--- src/rtl/sid_regfile_pkg.sv ---
// Shared SID types: chip model, phase, bus cycle and per-block register structs.
package sid;

  typedef enum logic {
    MOS6581 = 1'b0,
    MOS8580 = 1'b1
  } model_e;

  localparam int unsigned NUM_PHASES = 2;
  localparam int unsigned PHI1       = 0;
  localparam int unsigned PHI2       = 1;
  typedef logic [NUM_PHASES-1:0] phase_t;

  localparam int unsigned NUM_VOICES   = 3;
  localparam int unsigned VOICE_STRIDE = 7;

  typedef struct packed {
    logic       cs;
    logic       rw;
    logic [4:0] addr;
    logic [7:0] data;
  } bus_i_t;

  typedef struct packed {
    logic [15:0] freq;
    logic [11:0] pw;
    logic        noise;
    logic        pulse;
    logic        sawtooth;
    logic        triangle;
    logic        test;
    logic        ring_mod;
    logic        sync;
  } waveform_reg_t;

  // 'rel' holds the release rate ('release' is a reserved word).
  typedef struct packed {
    logic [3:0] attack;
    logic [3:0] decay;
    logic [3:0] sustain;
    logic [3:0] rel;
    logic       gate;
  } envelope_reg_t;

  typedef struct packed {
    logic [10:0] fc;
    logic [3:0]  res;
    logic [3:0]  filt;
    logic [3:0]  mode;
    logic [3:0]  vol;
  } filter_reg_t;

  // Per-voice register offsets from the voice base.
  localparam logic [4:0] REG_FREQ_LO  = 5'h00;
  localparam logic [4:0] REG_FREQ_HI  = 5'h01;
  localparam logic [4:0] REG_PW_LO    = 5'h02;
  localparam logic [4:0] REG_PW_HI    = 5'h03;
  localparam logic [4:0] REG_CTRL     = 5'h04;
  localparam logic [4:0] REG_AD       = 5'h05;
  localparam logic [4:0] REG_SR       = 5'h06;
  // Absolute filter / volume / read-only addresses.
  localparam logic [4:0] REG_FC_LO    = 5'h15;
  localparam logic [4:0] REG_FC_HI    = 5'h16;
  localparam logic [4:0] REG_RES_FILT = 5'h17;
  localparam logic [4:0] REG_MODE_VOL = 5'h18;
  localparam logic [4:0] REG_POTX     = 5'h19;
  localparam logic [4:0] REG_POTY     = 5'h1A;
  localparam logic [4:0] REG_OSC3     = 5'h1B;
  localparam logic [4:0] REG_ENV3     = 5'h1C;

  function automatic logic [4:0] voice_addr(input int unsigned v, input logic [4:0] off);
    return 5'(v * VOICE_STRIDE) + off;
  endfunction

endpackage

--- src/rtl/sid_regfile_bus_latch.sv ---
// Decaying bus latch: holds the last bus value and clears it after a model-dependent lifetime.
module sid_bus_latch
  import sid::*;
#(
  parameter logic [19:0] DECAY_6581 = 20'h01D00,
  parameter logic [19:0] DECAY_8580 = 20'hA2000
) (
  input  logic       clk,
  input  logic       res,
  input  model_e     model,
  input  logic       tick,
  input  logic       access,
  input  logic       load,
  input  logic [7:0] load_data,
  output logic [7:0] latch
);

  logic [19:0] dcnt;

  // Any access reloads the lifetime and wins over a same-cycle expiry.
  always_ff @(posedge clk) begin
    if (res) begin
      dcnt  <= '0;
      latch <= '0;
    end else if (access) begin
      dcnt <= (model == MOS6581) ? DECAY_6581 : DECAY_8580;
      if (load) latch <= load_data;
    end else if (tick && dcnt != '0) begin
      dcnt <= dcnt - 20'd1;
      if (dcnt == 20'd1) latch <= '0;
    end
  end

endmodule

--- src/rtl/sid_regfile.sv ---
// SID register file: decodes bus writes into voice/envelope/filter registers and serves reads.
module sid_regfile
  import sid::*;
#(
  parameter logic [19:0] DECAY_6581 = 20'h01D00,
  parameter logic [19:0] DECAY_8580 = 20'hA2000
) (
  input  logic          clk,
  input  logic          res,
  input  model_e        model,
  input  phase_t        phase,
  input  bus_i_t        bus_i,
  input  logic [7:0]    pot_x,
  input  logic [7:0]    pot_y,
  input  logic [7:0]    osc3,
  input  logic [7:0]    env3,
  output waveform_reg_t reg_o  [NUM_VOICES],
  output envelope_reg_t env_o  [NUM_VOICES],
  output filter_reg_t   filt_o,
  output logic [7:0]    data_o
);

  waveform_reg_t wave_q [NUM_VOICES];
  envelope_reg_t env_q  [NUM_VOICES];
  filter_reg_t   filt_q;
  logic [7:0]    data_q;
  logic [7:0]    latch;

  logic          sample;
  logic          wr;
  logic          rd;
  logic          ro_hit;
  logic [7:0]    ro_data;

  assign sample = phase[PHI2] & bus_i.cs;
  assign wr     = sample & ~bus_i.rw;
  assign rd     = sample & bus_i.rw;

  // Read-only sources are selected combinationally during the PHI2 phase.
  always_comb begin
    ro_hit  = 1'b1;
    ro_data = '0;
    case (bus_i.addr)
      REG_POTX: ro_data = pot_x;
      REG_POTY: ro_data = pot_y;
      REG_OSC3: ro_data = osc3;
      REG_ENV3: ro_data = env3;
      default:  ro_hit  = 1'b0;
    endcase
  end

  sid_bus_latch #(
    .DECAY_6581(DECAY_6581),
    .DECAY_8580(DECAY_8580)
  ) u_bus_latch (
    .clk      (clk),
    .res      (res),
    .model    (model),
    .tick     (phase[PHI2]),
    .access   (sample),
    .load     (wr | (rd & ro_hit)),
    .load_data(wr ? bus_i.data : ro_data),
    .latch    (latch)
  );

  // Register writes; unimplemented bits are dropped at decode.
  always_ff @(posedge clk) begin
    if (res) begin
      for (int unsigned v = 0; v < NUM_VOICES; v++) begin
        wave_q[v] <= '0;
        env_q[v]  <= '0;
      end
      filt_q <= '0;
    end else if (wr) begin
      for (int unsigned v = 0; v < NUM_VOICES; v++) begin
        if (bus_i.addr == voice_addr(v, REG_FREQ_LO)) wave_q[v].freq[7:0]  <= bus_i.data;
        if (bus_i.addr == voice_addr(v, REG_FREQ_HI)) wave_q[v].freq[15:8] <= bus_i.data;
        if (bus_i.addr == voice_addr(v, REG_PW_LO))   wave_q[v].pw[7:0]    <= bus_i.data;
        if (bus_i.addr == voice_addr(v, REG_PW_HI))   wave_q[v].pw[11:8]   <= bus_i.data[3:0];
        if (bus_i.addr == voice_addr(v, REG_CTRL))
          {wave_q[v].noise, wave_q[v].pulse, wave_q[v].sawtooth, wave_q[v].triangle,
           wave_q[v].test, wave_q[v].ring_mod, wave_q[v].sync, env_q[v].gate} <= bus_i.data;
        if (bus_i.addr == voice_addr(v, REG_AD))
          {env_q[v].attack, env_q[v].decay} <= bus_i.data;
        if (bus_i.addr == voice_addr(v, REG_SR))
          {env_q[v].sustain, env_q[v].rel} <= bus_i.data;
      end
      case (bus_i.addr)
        REG_FC_LO:    filt_q.fc[2:0]              <= bus_i.data[2:0];
        REG_FC_HI:    filt_q.fc[10:3]             <= bus_i.data;
        REG_RES_FILT: {filt_q.res, filt_q.filt}   <= bus_i.data;
        REG_MODE_VOL: {filt_q.mode, filt_q.vol}   <= bus_i.data;
        default:      ;
      endcase
    end
  end

  // Read data register: updated only on sampled reads, held otherwise.
  always_ff @(posedge clk) begin
    if (res)     data_q <= '0;
    else if (rd) data_q <= ro_hit ? ro_data : latch;
  end

  assign reg_o  = wave_q;
  assign env_o  = env_q;
  assign filt_o = filt_q;
  assign data_o = data_q;

endmodule
--- config.mk ---
export PLATFORM = sky130hd
export DESIGN_NAME = sid_regfile
export DESIGN_NICKNAME = d
export VERILOG_FILES = /design/src/rtl/sid_regfile_pkg.sv /design/src/rtl/sid_regfile_bus_latch.sv /design/src/rtl/sid_regfile.sv
export SDC_FILE = /design/constraint.sdc
export NUM_CORES = 1
export LEC_CHECK = 0
export ABC_CLOCK_PERIOD_IN_PS = 2500
export CAP_MARGIN = 10
export CORE_UTILIZATION = 50
export CTS_BUF_LIST = sky130_fd_sc_hd__clkbuf_4
export CTS_CLUSTER_SIZE = 28
export DETAILED_ROUTE_END_ITERATION = 8
export MAX_ROUTING_LAYER = met4
export PLACE_DENSITY = 0.94
export SYNTH_ARGS = -nofsm -noshare
export SYNTH_HDL_FRONTEND = slang
export SYNTH_SLANG_ARGS = --single-unit
--- constraint.sdc ---
create_clock -name clk -period 2.5 [get_ports clk]
set_input_delay 0.5 -clock clk [delete_from_list [all_inputs] [get_ports clk]]
set_output_delay 0.5 -clock clk [all_outputs]
set_load 0.005 [all_outputs]
==> impl_metrics.ini, run 1 <==
[status]
status = completed

[cts]
clock-sinks = 219
cts_setup_buffers = 0
cts_buffers = 54
holdBufCountCts = 0
path_clk_slew_ps = 60
cts_tree = yes
cts_resized = 0
cts-root-buf = clkbuf_4
htree_levels = 2
clk_latency_ps = 640
clk_path_buf_depth = 3

[global_routing]
grt_max_degree = 125
grt_pass1_wl_um = 44600
grt_pass1_vias = 8661
grt_overflow = 0
grtUsageTotal = 0.323
antenna_found_initial = 1

[hold_path]
hold_path.class = in -> reg

[synthesis]
syn-cell-area_sq_um = 8830
syn_area_per_cell_sq_um = 9.01
synth_area_leaders = dfxtp_1 (50%), mux2i_1 (14%), nor2_1 (6.2%)
ys.flop_type = dfxtp_1
synthTopCellsByCount = dfxtp_1 (219), nor2_1 (147), mux2i_1 (121)
synth_most_common_cell = dfxtp_1
syn_nets = 1035
seq_area_frac_synth = 0.496
synthCells = 980
ys_types = 57
synth_top_area_frac = 0.496
synth-async-reset-ratio = 0
ys_warn_count = 0
ys_seq_elements = 219
synth-edff-count = 0
yosysTopAreaCell = dfxtp_1

[setup_path]
crit_type = reg -> reg
critPathCaptureType = flop
worstPathArrival_ps = 2730
cp-start-kind = flop
critPathMaxFanout = 8
cp.required_ps = 3070

[die]
die_area_sq_um = 18200
rows = 48
start_util = 0.511
die_height_um = 135
ioPinCount = 243
chipWidth_um = 135
core_area_sq_um = 17300

[final_layout]
drive_gt1_frac = 0.127
nets = 1324
fin_util = 0.721
finalNonFillerCells = 1529
area_growth_pct = 41.1
fill_cells = 1201

[timing]
rsz0062_at_grt = false
post-route-period-util = 0.862
slew_headroom = 0.419
min_period_ps = 2150
worst_pin_slew_ps = 864
drv_slew = 0
fmax_ghz = 0.464
hold_viol = 0
setup_viol_count_final = 0
fin_skew_ps = 19.0

[power_and_ir_drop]
p_leak_nw = 4.55
vdd_drop_max_v = 0.000476
p_per_area_nw_per_um2 = 611

[routing]
routed_wl_um = 29100
vias_per_cell = 5.66
dr.pass1.iters = 8
ant_nets = 0
dr_total_vias = 8655
drc = 0
routedWlPerCell_um = 19.1
drtIter0Drc = 609

[placement]
dp_hpwl_um = 19200
place_congestion = 0.874
dp_cells = 1438
io_buffer_count = 241

[run]
maxCapViolCount = 0
power breakdown:
part / total, W / internal, W / switching, W
clock: 0.00275 / 0.00132 / 0.00143
combinational: 0.00116 / 0.000473 / 0.000692
sequential: 0.00370 / 0.00359 / 0.000112
flip-flops by register name, indices dropped and copies added, names as in the netlist:
signal	flops
data_o	8
u_bus_latch.dcnt	20
filt_o	27
env_o	51
reg_o	105
u_bus_latch.latch	8
placed cells by master, fill, tap and decap left out, types with 8 or more instances in the layout:
master / n
clkdlybuf4s50_1: 240
dfxtp_1: 219
nor2_1: 146
mux2i_1: 121
a21oi_1: 90
nand2_1: 89
clkbuf_4: 71
buf_4: 60
nand3_1: 55
o21ai_0: 33
clkinv_1: 16
or3_1: 11
nor3_1: 10
buf_12: 9
a221o_1: 8
worst max-delay path: stages, from the launching register on:
cell	delay, ps
dfxtp_1	330
inv_1	120
ha_1	180
or3b_2	530
or4_1	460
or4_1	410
nand2_1	70
final timing paths:
| check | from | end | slack (ps) | cells after the start |
|---|---|---|---|---|
| max | u_bus_latch.dcnt[0] | u_bus_latch.dcnt[16] | 350 | 6 |
| min | res | env_o[2] | 350 | 2 |
| max reg2reg | u_bus_latch.dcnt[0] | u_bus_latch.dcnt[16] | 350 | 6 |
| min reg2reg | u_bus_latch.latch[3] | u_bus_latch.latch[3] | 450 | 1 |
cell families after synthesis:
logic type,Yosys count,share of synthesized area
and+or+nand+nor,370,0.197
DFF,219,0.496
AOI/OAI and AO/OA,180,0.123
muxes,124,0.141
buffers and inverters,82,0.0370
adders and majority gates,3,0.00425
xor gates and xnor gates,2,0.00198
layout make-up:
cell class                      count  area, sq um  share of cell area
Multi-Input combinational cell    679         4120               0.331
Inverter                            5         18.8             0.00151
Timing Repair Buffer              310         3040               0.244
Sequential cell                   219         4380               0.352
Clock buffer                       71          533              0.0428
Clock inverter                     19         77.6             0.00622
Tap cell                          225          282              0.0226
Antenna cell                        1         2.50            0.000201
routing by layer:
metal | vias up | wire length [um] | global-route usage
met3 | 103 | 2660 | 0.0897
met2 | 444 | 13900 | 0.527
met1 | 4089 | 11300 | 0.360
met4 | 0 | 1290 | 0.168
met5 | - | 0 | -
li1 | 4019 | - | -
stage by stage:
step | area, sq um | TNS [ps] | power (W) | setup slack [ps] | hold slack, ps
CTS | 12500 | 0 | 0.00763 | 364 | 273
global route | 12500 | 0 | 0.00798 | 189 | 307
detailed placement | 11900 | -83.4 | 0.00491 | -25.2 | 436
finish | 12500 | 0 | 0.00761 | 346 | 349
floorplan | 8830 | 0 | 0.00452 | 362 | 421
global placement | 11900 | 0 | 0.00487 | 56.2 | 430
No activity file was read; power rests on OpenSTA's default activity.
==> run 2, diff against run 1 <==
--- a/config.mk
+++ b/config.mk
@@ -5,7 +5,7 @@
 export SDC_FILE = /design/constraint.sdc
 export NUM_CORES = 1
 export LEC_CHECK = 0
-export ABC_CLOCK_PERIOD_IN_PS = 2500
+export ABC_CLOCK_PERIOD_IN_PS = 2100
 export CAP_MARGIN = 10
 export CORE_UTILIZATION = 50
 export CTS_BUF_LIST = sky130_fd_sc_hd__clkbuf_4
@@ -13,6 +13,7 @@
 export DETAILED_ROUTE_END_ITERATION = 8
 export MAX_ROUTING_LAYER = met4
 export PLACE_DENSITY = 0.94
+export REMOVE_ABC_BUFFERS = 1
 export SYNTH_ARGS = -nofsm -noshare
 export SYNTH_HDL_FRONTEND = slang
 export SYNTH_SLANG_ARGS = --single-unit
==> constraint.sdc (replaced) <==
create_clock -name clk -period 2.1 [get_ports clk]
set_input_delay 0.42 -clock clk [delete_from_list [all_inputs] [get_ports clk]]
set_output_delay 0.42 -clock clk [all_outputs]
set_load 0.005 [all_outputs]
==> run 2 against run 1 <==
Global-route usage rose by 2.2 points. Die area did not move. Largest cell class unchanged. Sequential cell count did not move. Combinational power rose by 46%. Final cell count rose by 3.1%. Final area rose by 3.4%. Sequential power rose by 19%.
==> impl_metrics.ini, run 2 (synthesis gave the netlist of run 1 again) <==
[hold_path]
hold_path.class = in -> reg
hold-path-endpoint = reg_o[9]
hold-path-cell-count = 2
hp-start = res

[die]
rows = 48
core_area_sq_um = 17300
start_util = 0.511
chipWidth_um = 135
die_area_sq_um = 18200
die_height_um = 135
ioPinCount = 243

[cts]
path_clk_slew_ps = 70
clk_path_buf_depth = 3
clock-sinks = 219
cts-root-buf = clkbuf_4
cts_tree = yes
htree_levels = 2
holdBufCountCts = 0
clk_latency_ps = 630
cts_buffers = 55

[power_and_ir_drop]
p_leak_nw = 4.80
p_per_area_nw_per_um2 = 748
vdd_drop_max_v = 0.000610

[setup_path]
cp_common_cell = buf_4
r2r-end = u_bus_latch.dcnt[17]
crit_type = reg -> reg
cpPeakStageDelay_ps = 390
r2r_slack_ps = 30
slowest_stage = o41a_1
r2r_start = u_bus_latch.dcnt[0]
critPathMaxFanout = 5
crit_chain = buf_4 -> nor4_1 -> buf_4 -> nand4_1 -> o41a_1 -> o21ai_0 -> a21oi_1
worstPathArrival_ps = 2560
critPathCaptureType = flop
r2r_cells = 7
cp-start-kind = flop
cp.required_ps = 2580

[global_routing]
grtUsageTotal = 0.345
grt_pass1_wl_um = 47500
grt_overflow = 0
grt_max_degree = 170
antenna_found_initial = 1
grt_pass1_vias = 9290

[placement]
place_congestion = 0.928
dp_hpwl_um = 19800
io_buffer_count = 241
dpl_worst_slack_ps = -354
dp_cells = 1473

[final_layout]
fin_util = 0.745
largest_reg_flops = 105
multi_input_area_sq_um = 4150
layout_common_cells = clkdlybuf4s50_1 (240), dfxtp_1 (219), nor2_1 (146), mux2i_1 (121), buf_4 (91)
nets = 1360
drive_gt1_frac = 0.159
fill_cells = 1064
area_growth_pct = 45.9
final_common_cell = clkdlybuf4s50_1
finalNonFillerCells = 1576
register_area_sq_um = 4380

[routing]
routed_wl_um = 31100
dr_total_vias = 9060
drtIter0Drc = 738
drc = 0
ant_nets = 0
dr.pass1.iters = 7
routedWlPerCell_um = 19.7
vias_per_cell = 5.75

[timing]
drv_slew = 0
fin_skew_ps = 23.3
min_period_ps = 2070
setup_viol_count_final = 0
rsz0062_at_grt = false
fin_hold_ws_ps = 134
fmax_ghz = 0.483
slew_headroom = 0.352
post-route-period-util = 0.987
fin_ws_ps = 27.8
worst_pin_slew_ps = 965
hold_viol = 0

[run]
maxCapViolCount = 0

[status]
status = completed
[run 2: cell count changes in the layout (fill, tap and decap cells not counted), moves of 2 or more]
cell | previous run | this run
buf_12 | 9 | 13
buf_4 | 60 | 91
clkinv_2 | 1 | 5
nor4_1 | 4 | 2
clkbuf_4 | 71 | 78
[run 2: power by group]
group | switching [W] | internal, W
registers | 0.000138 | 0.00427
logic | 0.000913 | 0.000779
clock network | 0.00180 | 0.00174
total | 0.00285 | 0.00679
[run 2: per-layer routing]
layer  global-route usage  wire length (um)  vias up
li1                     -                 -     4096
met1                0.369             11300     4283
met2                0.572             15400      533
met3               0.0995              2990      148
met4                0.195              1400        0
met5                    -                 0        -
[run 2: worst max-delay path by stage]
stage / start / end / slack (ps)
after global placement: bus_i[8] / reg_o[35] / -300
after detailed placement: bus_i[8] / u_bus_latch.latch[6] / -350
after global routing: u_bus_latch.dcnt[0] / u_bus_latch.dcnt[17] / 6
after CTS: u_bus_latch.dcnt[1] / u_bus_latch.dcnt[16] / 2
final: u_bus_latch.dcnt[0] / u_bus_latch.dcnt[17] / 30
after floorplan: bus_i[11] / env_o[10] / -570
[run 2: critical path: cells and delay by family (launching register included)]
kind / cells / cell delay (ps)
AO/OA/AOI/OAI: 3 / 700
AND/OR/NAND/NOR: 2 / 570
buffers and inverters: 2 / 330
flip-flops: 1 / 310
[run 2: what timing repair did]
item,CTS,global route
pin swaps,0,0
buffers inserted,0,0
resized for setup,2,3
setup endpoints to repair,4,8
[run 2: area by class of cell]
cell class                      instances  share of cell area
Antenna cell                            1            0.000194
Multi-Input combinational cell        679               0.322
Inverter                                5             0.00146
Timing Repair Buffer                  345               0.261
Sequential cell                       219               0.340
Clock inverter                         24             0.00826
Tap cell                              225              0.0219
Clock buffer                           78              0.0455
[run 2: per-stage QoR]
step | setup TNS (ps) | power, W | area, sq um
floorplan | -16340 | 0.00524 | 8520
global placement | -33190 | 0.00603 | 12200
detailed placement | -41160 | 0.00610 | 12200
CTS | 0 | 0.00962 | 12900
global route | 0 | 0.0101 | 12900
finish | 0 | 0.00964 | 12900
==> run 3, diff against run 2 <==
==> constraint.sdc (replaced) <==
create_clock -name clk -period 2.1 [get_ports clk]
set_input_delay 0.21 -clock clk [delete_from_list [all_inputs] [get_ports clk]]
set_output_delay 0.21 -clock clk [all_outputs]
set_load 0.005 [all_outputs]
==> run 3 against run 2 <==
Via count decreased by 2.6%. Final area decreased by 1.9%. Routed wire length decreased by 1.9%. Final cell count decreased by 2.4%. Maximum frequency increased by 2.1%. Sequential cell count unchanged. Combinational power about the same. Clock skew increased by 25 ps. First-iteration DRC count decreased by 12%. Highest routed layer unchanged.
==> impl_metrics.ini, run 3 (synthesis gave the netlist of run 1 again) <==
[setup_path]
worstPathArrival_ps = 2600
cp-start-kind = flop
critPathCaptureType = flop
r2r_slack_ps = 70
r2r-end = u_bus_latch.dcnt[18]
cp.required_ps = 2670
r2r_start = u_bus_latch.dcnt[1]
startpoint = u_bus_latch.dcnt[1]
r2r_cells = 6
critPathMaxFanout = 6
crit_type = reg -> reg

[final_layout]
layout_common_cells = clkdlybuf4s50_1 (240), dfxtp_1 (219), nor2_1 (146), mux2i_1 (121), a21oi_1 (90)
area_growth_pct = 43.1
fin_util = 0.731
stdcell_area_sq_um = 12600
largest_reg_flops = 105
final_common_cell = clkdlybuf4s50_1
finalNonFillerCells = 1538
nets = 1333
drive_gt1_frac = 0.138

[cts]
clock-sinks = 219
clk_path_buf_depth = 3
cts_buffers = 54
path_clk_slew_ps = 70
htree_levels = 2
cts_tree = yes
clk_latency_ps = 680
cts-root-buf = clkbuf_4

[die]
die_height_um = 135
rows = 48
ioPinCount = 243
die_area_sq_um = 18200
chipWidth_um = 135
core_area_sq_um = 17300
start_util = 0.511

[power_and_ir_drop]
p_per_area_nw_per_um2 = 747
p_total_w = 0.00944
p_leak_nw = 4.63
vdd_drop_max_v = 0.000574

[global_routing]
grtUsageTotal = 0.343
grt_max_degree = 170
grt_pass1_wl_um = 47300
antenna_found_initial = 1
grt_overflow = 0
grt_pass1_vias = 9157

[routing]
routedWlPerCell_um = 19.8
dr_total_vias = 8823
ant_nets = 0
drtIter0Drc = 653
dr.pass1.iters = 7
drc = 0
vias_per_cell = 5.74
routed_wl_um = 30500

[placement]
place_congestion = 0.891
place_area_sq_um = 12000
dp_cells = 1446
dp_hpwl_um = 19100
io_buffer_count = 241

[timing]
worst_pin_slew_ps = 938
fmax_ghz = 0.493
hold_viol = 0
slew_headroom = 0.370
setup_viol_count_final = 0
min_period_ps = 2030
post-route-period-util = 0.967
fin_skew_ps = 48.4
drv_slew = 0

[status]
status = completed

[hold_path]
hp-start = bus_i[1]
hold_path.class = in -> reg
hold-path-cell-count = 4
hold-path-endpoint = reg_o[78]

[run]
maxCapViolCount = 0
## run 3: worst max path at each step
| stage | cells past startpoint | endpoint | slack, ps |
|---|---|---|---|
| 2_1_floorplan | 5 | env_o[10] | -360 |
| 3_3_place_gp | 8 | reg_o[35] | -130 |
| 3_5_place_dp | 8 | filt_o[25] | -130 |
| 4_1_cts | 5 | u_bus_latch.latch[2] | 20 |
| 5_1_grt | 8 | u_bus_latch.dcnt[12] | -8 |
| 6_report | 6 | u_bus_latch.dcnt[18] | 70 |
## run 3: repair_timing
item	4_1_cts	5_1_grt
buffers inserted	0	0
hold buffers	1	0
endpoints found under the setup margin	4	20
resized for setup	2	1
endpoints found under the hold margin	29	0
## run 3: cell type report
type / count / area (sq um)
multi-input cells: 679 / 4140
clock buffers: 73 / 548
fillers: 1114 / 4660
diodes: 1 / 2.50
well taps: 225 / 282
flip-flops and latches: 219 / 4380
clock inverters: 17 / 77.6
inverters: 5 / 18.8
repair buffers: 319 / 3190
## run 3: critical path, cell delays in order (launching register included)
cell and delay, ps:
dfxtp_1 310, inv_1 90, ha_1 200, or3b_4 430, or2_2 320, or4_1 410
a21oi_1 150
## run 3: power by group
part           switching (W)  internal (W)  total (W)
Sequential          0.000127       0.00427    0.00440
Combinational       0.000919      0.000745    0.00166
Clock                0.00176       0.00161    0.00338
## run 3: routing by layer
layer | global-route usage | part of all wire
met1 | 0.372 | 0.37
met2 | 0.568 | 0.49
met3 | 0.102 | 0.095
met4 | 0.179 | 0.041
met5 | - | 0
## run 3: metrics by stage
stage	setup WS, ps	setup TNS [ps]	hold WS (ps)
global placement	-126	-1590	428
global route	-8.40	-8.40	351
detailed placement	-130	-4120	435
floorplan	-356	-7610	279
CTS	18.6	0	327
finish	69.9	0	356
